## src/rtl/controlo_display.sv

```systemverilog
// controlo_display
// Captures one arithmetic result on a button press and presents it one hex
// digit at a time, most significant first. Each digit is held for HOLD clock
// cycles, and the sequence repeats until it is cleared or a new result is
// captured.
//
// Ports
//   relogio  system clock (rising edge)
//   reset    asynchronous, active-high
//   butSOM/butSUB/butDIV/butMUL  debounced request levels; the rising edge is
//            what counts. Priority is MUL > DIV > SUB > SOM.
//   apagar   synchronous clear; wins over a request in the same cycle
//   dspsom/dspsub/dspdiv  9-bit results, bit 8 = sign, bits 7:0 shown
//   dspmul   18-bit result, bit 17 = sign, bits 15:0 shown (bit 16 unused)
//   digito   nibble currently presented
//   posicao  digit position of digito (0 = least significant)
//   negativo sign of the captured result
//   operacao captured source: 00 som, 01 sub, 10 div, 11 mul
//   valido   presentation outputs are meaningful
//   novo     one-cycle pulse on the first cycle of a fresh capture
module controlo_display #(
  parameter int HOLD = 4
) (
  input  logic        relogio,
  input  logic        reset,
  input  logic        butSOM,
  input  logic        butSUB,
  input  logic        butDIV,
  input  logic        butMUL,
  input  logic        apagar,
  input  logic [8:0]  dspsom,
  input  logic [8:0]  dspsub,
  input  logic [8:0]  dspdiv,
  input  logic [17:0] dspmul,
  output logic [3:0]  digito,
  output logic [1:0]  posicao,
  output logic        negativo,
  output logic [1:0]  operacao,
  output logic        valido,
  output logic        novo
);

  localparam logic [7:0] HOLD_LAST = 8'(HOLD - 1);

  localparam logic [1:0] OP_SOM = 2'b00;
  localparam logic [1:0] OP_SUB = 2'b01;
  localparam logic [1:0] OP_DIV = 2'b10;
  localparam logic [1:0] OP_MUL = 2'b11;

  typedef enum logic {IDLE, SHOW} state_t;

  state_t      state;
  logic [3:0]  btn;      // {MUL, DIV, SUB, SOM}
  logic [3:0]  btn_q;
  logic [3:0]  req;
  logic [7:0]  cnt;
  logic [15:0] opnd;

  logic        sel_vld;
  logic [1:0]  sel_op;
  logic [15:0] sel_opnd;
  logic        sel_neg;
  logic [1:0]  sel_last;

  logic [1:0]  cur_last;
  logic [1:0]  pos_nxt;

  // MUL bit 16 is never displayed.
  logic unused_mul16;
  assign unused_mul16 = dspmul[16];

  assign btn = {butMUL, butDIV, butSUB, butSOM};
  assign req = btn & ~btn_q;

  function automatic logic [3:0] nib(input logic [15:0] v, input logic [1:0] p);
    return v[{p, 2'b00} +: 4];
  endfunction

  // Fixed-priority pick of the incoming request and its operand.
  always_comb begin
    sel_vld  = |req;
    sel_op   = OP_SOM;
    sel_opnd = {8'h00, dspsom[7:0]};
    sel_neg  = dspsom[8];
    if (req[3]) begin
      sel_op   = OP_MUL;
      sel_opnd = dspmul[15:0];
      sel_neg  = dspmul[17];
    end else if (req[2]) begin
      sel_op   = OP_DIV;
      sel_opnd = {8'h00, dspdiv[7:0]};
      sel_neg  = dspdiv[8];
    end else if (req[1]) begin
      sel_op   = OP_SUB;
      sel_opnd = {8'h00, dspsub[7:0]};
      sel_neg  = dspsub[8];
    end
    sel_last = (sel_op == OP_MUL) ? 2'd3 : 2'd1;
  end

  // Digit count follows the latched source, so no separate length register.
  assign cur_last = (operacao == OP_MUL) ? 2'd3 : 2'd1;
  assign pos_nxt  = (posicao == 2'd0) ? cur_last : posicao - 2'd1;

  always_ff @(posedge relogio or posedge reset) begin
    if (reset) begin
      state    <= IDLE;
      btn_q    <= '0;
      cnt      <= '0;
      opnd     <= '0;
      digito   <= '0;
      posicao  <= '0;
      negativo <= 1'b0;
      operacao <= OP_SOM;
      valido   <= 1'b0;
      novo     <= 1'b0;
    end else begin
      // Buttons are always registered, so a request coinciding with apagar
      // is consumed rather than deferred.
      btn_q <= btn;
      novo  <= 1'b0;
      if (apagar) begin
        state    <= IDLE;
        cnt      <= '0;
        opnd     <= '0;
        digito   <= '0;
        posicao  <= '0;
        negativo <= 1'b0;
        operacao <= OP_SOM;
        valido   <= 1'b0;
      end else if (sel_vld) begin
        // Capture is allowed in either state; it always restarts at the top digit.
        state    <= SHOW;
        cnt      <= '0;
        opnd     <= sel_opnd;
        negativo <= sel_neg;
        operacao <= sel_op;
        posicao  <= sel_last;
        digito   <= nib(sel_opnd, sel_last);
        valido   <= 1'b1;
        novo     <= 1'b1;
      end else if (state == SHOW) begin
        if (cnt == HOLD_LAST) begin
          cnt     <= '0;
          posicao <= pos_nxt;
          digito  <= nib(opnd, pos_nxt);
        end else begin
          cnt <= cnt + 8'd1;
        end
      end
    end
  end

endmodule

```

## config.mk

```make
export PLATFORM = sky130hd
export DESIGN_NAME = controlo_display
export DESIGN_NICKNAME = d
export VERILOG_FILES = /design/src/rtl/controlo_display.sv
export SDC_FILE = /design/constraint.sdc
export NUM_CORES = 1
export LEC_CHECK = 0
export BUFFER_PORTS_ARGS = -buffer_cell sky130_fd_sc_hd__clkbuf_2
export CAP_MARGIN = 10
export CORE_MARGIN = 5
export CORE_UTILIZATION = 47
export DETAILED_ROUTE_END_ITERATION = 12
export PLACE_DENSITY = 0.76
export SETUP_SLACK_MARGIN = 0.1
export SKIP_LAST_GASP = 1
export SLEW_MARGIN = 20
export SYNTH_ARGS = -nofsm -noshare
export SYNTH_HDL_FRONTEND = slang
export SYNTH_SLANG_ARGS = --single-unit
```

## constraint.sdc

```tcl
create_clock -name relogio -period 1.5 [get_ports relogio]
set_input_delay 0 -clock relogio [delete_from_list [all_inputs] [get_ports relogio]]
set_output_delay 0 -clock relogio [all_outputs]
set_load 0.02 [all_outputs]
```

==> results of run 1 <==
-- per-stage QoR --
step / power, uW / setup slack (ps) / area [um^2]
3_3_place_gp: 1720 / -61.75 / 2783
2_1_floorplan: 1494 / -48.28 / 2213
3_5_place_dp: 1732 / -133.4 / 2783
5_1_grt: 2616 / -170.7 / 3201
4_1_cts: 2468 / -109.7 / 3112
6_report: 2505 / -108.7 / 3201
-- power groups by stage --
stage | Sequential (uW) | Clock (uW) | Combinational, uW
floorplan | 1210 | 0 | 289
global placement | 1180 | 0 | 541
detailed placement | 1180 | 0 | 550
CTS | 1160 | 698 | 608
global route | 1170 | 736 | 710
finish | 1160 | 686 | 656
-- cell type report --
| class | count | area, um^2 |
|---|---|---|
| fill | 293 | 1214 |
| multi-input combinational | 151 | 1246 |
| inverter | 3 | 11.26 |
| sequential | 39 | 977.2 |
| tap | 52 | 65.06 |
| clock inverter | 1 | 5.005 |
| clock buffer | 7 | 76.32 |
| timing repair buffer | 118 | 819.5 |
-- kinds of logic (layout without fill, tap and decap cells) --
group                      count (synthesis)  count (layout)  share of synthesized area, %
xor gates and xnor gates                   6               6                         2.415
adders and majority gates                  2               2                         1.150
and+or+nand+nor                           75              75                         18.11
buffers and inverters                     15             129                         4.197
DFF                                       39              39                         44.85
muxes                                      8               8                         7.073
AOI/OAI and AO/OA                         60              60                         22.20
-- worst min-delay path by stage --
stage,start,end,slack (ps),cells after the start
floorplan,butSOM,btn_q[0]$_DFF_PP0_,30,0
global placement,reset,opnd[10]$_DFFE_PP0P_,50,3
detailed placement,reset,opnd[10]$_DFFE_PP0P_,50,3
CTS,dspmul[1],opnd[1]$_DFFE_PP0P_,9,3
global route,dspmul[1],opnd[1]$_DFFE_PP0P_,10,3
finish,dspmul[17],negativo$_DFFE_PP0P_,10,3
-- cell usage in the layout (no fill, tap or decap), types with 3 or more instances in the layout --
cell type and instances:
nand3_1 7, clkbuf_2 61, buf_4 35, xor2_1 5
dlygate4sd3_1 18, dfrtp_1 38, a2bb2oi_2 4, mux4_2 3
clkbuf_8 5, nand2_1 23, nor2_1 20, nand3_2 3
nand2b_1 3, o21ai_2 4, o21ai_0 13, buf_12 3
a22o_1 8, o211ai_1 5, a21oi_1 6, inv_1 3
mux2_4 4, a31oi_1 5, a221oi_4 4, o311ai_2 4
-- state kept, by name, indices dropped and copies added (netlist names) --
register  flops
digito        4
opnd         16
novo          1
operacao      2
negativo      1
btn_q         4
posicao       2
state         1
cnt           8
-- per-layer routing --
metal | vias to the layer above | part of all wire (%) | routed length, um | GRT usage (%)
met1 | 987 | 40 | 2573 | 27.86
li1 | 976 | - | - | -
met4 | 0 | 1.6 | 102 | 7.095
met3 | 12 | 7.9 | 505 | 5.378
met5 | - | 0 | 0 | 0
met2 | 95 | 50 | 3188 | 36.18
-- worst max-delay path, stage by stage (launching register included) --
cell and delay, ps:
dfrtp_1 410, nor2b_4 220, mux2_4 340, a221oi_4 290, a2bb2oi_2 160, a21oi_1 80
-- synthesized netlist by cell type --
| library cell | instances | area (um^2) |
|---|---|---|
| and3_1 | 1 | 6.260 |
| nand3_1 | 8 | 40.04 |
| inv_1 | 3 | 11.26 |
| o31ai_2 | 1 | 12.51 |
| a2bb2oi_1 | 1 | 8.760 |
| ha_1 | 2 | 25.02 |
| nor4bb_1 | 1 | 10.01 |
| a21oi_2 | 1 | 8.760 |
| buf_4 | 2 | 15.01 |
| nand2_1 | 24 | 90.09 |
| nand4_4 | 1 | 21.27 |
| mux4_2 | 3 | 67.56 |
| o21ai_1 | 3 | 15.01 |
| nand2b_1 | 5 | 31.28 |
| mux4_1 | 1 | 26.28 |
| and2_1 | 2 | 12.51 |
| buf_6 | 3 | 33.78 |
| nand3_2 | 2 | 20.02 |
| o211ai_1 | 5 | 37.54 |
| a22o_1 | 8 | 70.07 |
| a311oi_1 | 1 | 8.760 |
| dfrtp_1 | 39 | 975.9 |
| nand4_1 | 2 | 12.51 |
| nor2_1 | 20 | 75.07 |
| a31oi_1 | 5 | 31.28 |
| o21ai_0 | 16 | 80.08 |
| a221oi_2 | 4 | 60.06 |
| o311ai_2 | 4 | 65.06 |
| nor2b_1 | 2 | 12.51 |
| nor3_1 | 2 | 10.01 |
| and4_1 | 2 | 17.52 |
| xor2_1 | 6 | 52.55 |
| buf_2 | 4 | 20.02 |
| a21oi_1 | 8 | 40.04 |
| nor2_2 | 1 | 6.260 |
| mux2_4 | 4 | 60.06 |
| nor4b_2 | 1 | 15.01 |
| a2bb2oi_2 | 3 | 45.04 |
| nor2b_4 | 1 | 13.76 |
| clkbuf_1 | 3 | 11.26 |
-- repair_timing --
action,in CTS,in global routing
gates resized for setup,11,9
setup endpoints to repair,31,31
hold buffers,18,0
hold endpoints to repair,56,0
pin swaps,6,7
setup buffers,3,3
==> flow_metrics.env, run 1 <==
export IMPL_status="finished, violations left"
export IMPL_violations="negative setup slack"
export IMPL_antenna_left=0
export IMPL_drt_initial_drc_count=131
export IMPL_routabilityCongestion=0.8368
export IMPL_cp_required_ps=1670
export IMPL_fin_skew_ps=7.659
export IMPL_endpoint="digito[0]$_DFFE_PP0P_"
export IMPL_switching_share_pct=29.48
export IMPL_grt_antenna_before_repair=0
export IMPL_crit_start="btn_q[1]$_DFF_PP0_"
export IMPL_rows=24
export IMPL_comb_power_share_pct=26.2
export IMPL_r2r_start="btn_q[1]$_DFF_PP0_"
export IMPL_vias=2070
export IMPL_insertion_delay_ps=280
export IMPL_worst_setup_path_end_kind="flip-flop"
export IMPL_drtPass1Iterations=4
export IMPL_ys_seq_elements=39
export IMPL_drive_gt1_share_pct=46.39
export IMPL_max_freq_mhz=621.6
export IMPL_r2r_slack_ps=-110
export IMPL_r2r_end="digito[0]$_DFFE_PP0P_"
export IMPL_switching_power_uw=738.4
export IMPL_cts_path_max_buffers=2
export IMPL_drv_cap=0
export IMPL_p_leak_uw=0.001491
export IMPL_placed_cells=339
export IMPL_critPathMaxFanout=6
export IMPL_yosysWarnings=0
export IMPL_grt_overflow=0
export IMPL_period_needed_ps=1609
export IMPL_synthesis_area_mm2=0.002176
export IMPL_dieHeight_um=78.04
export IMPL_syn_to_final_growth_pct=47.10
export IMPL_wl_per_cell_um=17.16
export IMPL_post_dp_hpwl_um=4293
export IMPL_clock_sinks=39
export IMPL_setup_violations=8
export IMPL_pin_count=63
export IMPL_grt_max_degree=40
export IMPL_syn_avg_cell_area_um2=10.61
export IMPL_finalSetupTns_ps=-720.7
export IMPL_fp_coreArea_mm2=0.004414
export IMPL_slew_viol_final=0
export IMPL_clkPwrFrac_pct=27.4
export IMPL_layout_cells_non_filler=371
export IMPL_cts_made_buffers=5
export IMPL_cts_tree="done"
export IMPL_port_buffers=61
export IMPL_arrival_ps=1770
export IMPL_drc=0
export IMPL_grt_setup_unrepaired="true"
export IMPL_grt_first_pass_wirelength_um=10650
export IMPL_clk_pin_slew_worst_paths_ps=80
export IMPL_slew_headroom_pct=74.99
export IMPL_cts_root_buffer="clkbuf_8"
export IMPL_rr_worst_depth=5
export IMPL_die_area_mm2=0.006090
export IMPL_hold_slack_ps=10.91
export IMPL_p_int_uw=1767
export IMPL_fp_dieW_um=78.04
export IMPL_seq_area_frac_synth_pct=44.85
export IMPL_worst_slew_pin_slew_ps=371.2
export IMPL_worst_setup_path_type="flip-flop to flip-flop"
export IMPL_grt_pass1_vias=2240
export IMPL_via_per_inst=5.580
export IMPL_final_hold_violation_count=0
export IMPL_ys_types=40
export IMPL_peakVddDrop_uv=507.3
export IMPL_fin_util_pct=72.51
export IMPL_syn_num_nets=259
export IMPL_num_nets_final=372
export IMPL_worst_slack_ps=-108.7
export IMPL_power_density_mw_per_mm2=782.8
export IMPL_initial_core_util_pct=49.29
export IMPL_synth_cells=205
export IMPL_wl_um=6368
export IMPL_period_share_pct=107.2
export IMPL_diodes=0
export IMPL_hp_class="input pin to flip-flop"
export IMPL_htree_levels=2
export IMPL_grt_use_total_pct=21.77
export IMPL_startpoint_type="flip-flop"
export IMPL_seqPwrFrac_pct=46.4
No activity file was read; power rests on OpenSTA's default activity.
==> run 2, diff against run 1 <==
--- a/config.mk
+++ b/config.mk
@@ -8,9 +8,10 @@
 export BUFFER_PORTS_ARGS = -buffer_cell sky130_fd_sc_hd__clkbuf_2
 export CAP_MARGIN = 10
 export CORE_MARGIN = 5
-export CORE_UTILIZATION = 47
+export CORE_UTILIZATION = 48
+export CTS_BUF_LIST = sky130_fd_sc_hd__clkbuf_8
 export DETAILED_ROUTE_END_ITERATION = 12
-export PLACE_DENSITY = 0.76
+export PLACE_DENSITY = 0.78
 export SETUP_SLACK_MARGIN = 0.1
 export SKIP_LAST_GASP = 1
 export SLEW_MARGIN = 20
==> run 2 against run 1 <==
Effect of this change:
- the flow still finishes with violations (negative setup slack)
- wire length shrank 4.4%
- first-iteration DRC count fell by 13%
- sequential share of layout area barely moved
- count of clock-buffer cells in the layout fell by 2
- largest power group unchanged
- setup slack better by 15 ps
- via count down 0.97%
- clock power fell by 4.7%
- critical path type unchanged
- sequential power is essentially flat
- fmax grew 0.96%
==> flow_metrics.env, run 2 (synthesis results as in run 1) <==
export IMPL_status="finished, violations left"
export IMPL_violations="negative setup slack"
export IMPL_dieHeight_um=77.33
export IMPL_cts_tree="done"
export IMPL_fp_coreArea_mm2=0.004384
export IMPL_slew_viol_final=0
export IMPL_top_register="opnd"
export IMPL_worst_slew_pin_slew_ps=507.3
export IMPL_switching_share_pct=29.17
export IMPL_grt_antenna_before_repair=0
export IMPL_rr_worst_depth=5
export IMPL_port_buffers=61
export IMPL_r2r_slack_ps=-90
export IMPL_grt_max_degree=40
export IMPL_min_from="dspmul[3]"
export IMPL_fin_skew_ps=8.405
export IMPL_worst_slack_ps=-93.34
export IMPL_cts_root_buffer="clkbuf_8"
export IMPL_finalSetupTns_ps=-667.5
export IMPL_layout_cells_non_filler=374
export IMPL_grt_overflow=0
export IMPL_cts_made_buffers=5
export IMPL_cts_path_max_buffers=2
export IMPL_final_hold_violation_count=0
export IMPL_clock_sinks=39
export IMPL_drtPass1Iterations=4
export IMPL_final_common_cell="clkbuf_2"
export IMPL_largest_reg_flops=16
export IMPL_wl_um=6087
export IMPL_endpoint="digito[2]$_DFFE_PP0P_"
export IMPL_p_int_uw=1748
export IMPL_initial_core_util_pct=49.63
export IMPL_post_dp_hpwl_um=4299
export IMPL_clkPwrFrac_pct=26.5
export IMPL_setup_violations=11
export IMPL_critPathMaxFanout=6
export IMPL_insertion_delay_ps=290
export IMPL_worst_setup_path_type="flip-flop to flip-flop"
export IMPL_grt_first_pass_wirelength_um=10250
export IMPL_placed_cells=337
export IMPL_drt_initial_drc_count=114
export IMPL_switching_power_uw=719.8
export IMPL_power_density_mw_per_mm2=770.4
export IMPL_num_nets_final=376
export IMPL_p_leak_uw=0.001520
export IMPL_startpoint_type="flip-flop"
export IMPL_cp_required_ps=1680
export IMPL_comb_power_share_pct=26.1
export IMPL_htree_levels=2
export IMPL_hp_class="input pin to flip-flop"
export IMPL_grt_use_total_pct=21.62
export IMPL_fillers=289
export IMPL_r2r_end="digito[2]$_DFFE_PP0P_"
export IMPL_period_needed_ps=1593
export IMPL_drive_gt1_share_pct=46.27
export IMPL_r2r_start="btn_q[1]$_DFF_PP0_"
export IMPL_arrival_ps=1770
export IMPL_max_freq_mhz=627.6
export IMPL_seqPwrFrac_pct=47.4
export IMPL_routabilityCongestion=0.8454
export IMPL_via_per_inst=5.481
export IMPL_vias=2050
export IMPL_crit_start="btn_q[1]$_DFF_PP0_"
export IMPL_fp_dieW_um=77.33
export IMPL_drv_cap=0
export IMPL_syn_to_final_growth_pct=47.21
export IMPL_fin_util_pct=73.06
export IMPL_rows=24
export IMPL_largest_registers="opnd x16, cnt x8"
export IMPL_period_share_pct=106.2
export IMPL_clk_pin_slew_worst_paths_ps=70
export IMPL_slew_headroom_pct=66.18
export IMPL_seqCellArea_um2=977.2
export IMPL_wl_per_cell_um=16.28
export IMPL_peakVddDrop_uv=531.0
export IMPL_antenna_left=0
export IMPL_pin_count=63
export IMPL_multi_input_area_mm2=0.001234
export IMPL_drc=0
export IMPL_diodes=0
export IMPL_die_area_mm2=0.005979
export IMPL_grt_setup_unrepaired="true"
export IMPL_final_cell_mix="clkbuf_2, buf_4, dfrtp_1, nand2_1, nor2_1"
export IMPL_worst_setup_path_end_kind="flip-flop"
export IMPL_grt_pass1_vias=2089
## run 2: layout make-up
cell class | instances | share of cell area [%]
Sequential cell | 39 | 30.51
Timing Repair Buffer | 122 | 26.21
Multi-Input combinational cell | 151 | 38.52
Inverter | 3 | 0.3516
Clock buffer | 5 | 2.148
Tap cell | 52 | 2.031
Clock inverter | 2 | 0.2344
## run 2: per-layer routing
metal | GRT usage [%] | wire length [um] | up-vias
met1 | 29.59 | 2607 | 963
met5 | 0 | 0 | -
met2 | 33.84 | 2872 | 88
met3 | 5.738 | 493 | 10
li1 | - | - | 989
met4 | 6.186 | 114 | 0
## run 2: timing repair
action / CTS / global route
buffers inserted: 7 / 4
resized for setup: 11 / 7
hold buffers: 19 / 0
endpoints found under the setup margin: 31 / 31
gates cloned: 0 / 0
pin swaps: 5 / 1
hold endpoints to repair: 57 / 0
## run 2: stage by stage
stage | instance area, um^2 | hold slack [ps] | setup slack (ps) | total power, uW
final | 3203 | 2.979 | -93.34 | 2468
after global routing | 3203 | 11.21 | -224.6 | 2593
after CTS | 3119 | 3.624 | -80.50 | 2438
after detailed placement | 2743 | 130.4 | -118.6 | 1718
after global placement | 2743 | 128.0 | -62.77 | 1707
after floorplan | 2213 | 31.43 | -48.28 | 1494
## run 2: worst min path at each step
stage,depth (start not counted),endpoint
floorplan,0,btn_q[0]$_DFF_PP0_
global placement,3,opnd[10]$_DFFE_PP0P_
detailed placement,3,opnd[11]$_DFFE_PP0P_
CTS,3,opnd[3]$_DFFE_PP0P_
global route,3,opnd[3]$_DFFE_PP0P_
finish,3,opnd[3]$_DFFE_PP0P_
## run 2: worst max-delay path, cell delays in order, from the launching register on
cell and delay [ps]:
dfrtp_1 410, nor2b_4 240, mux2_4 340, a221oi_4 260, a2bb2oi_2 180, a21oi_2 70
## run 2: power by group through the flow
stage | registers [uW] | logic (uW) | clock network, uW
final | 1170 | 645 | 654
after global routing | 1180 | 701 | 716
after CTS | 1170 | 608 | 664
after detailed placement | 1180 | 534 | 0
after global placement | 1180 | 525 | 0
after floorplan | 1210 | 289 | 0
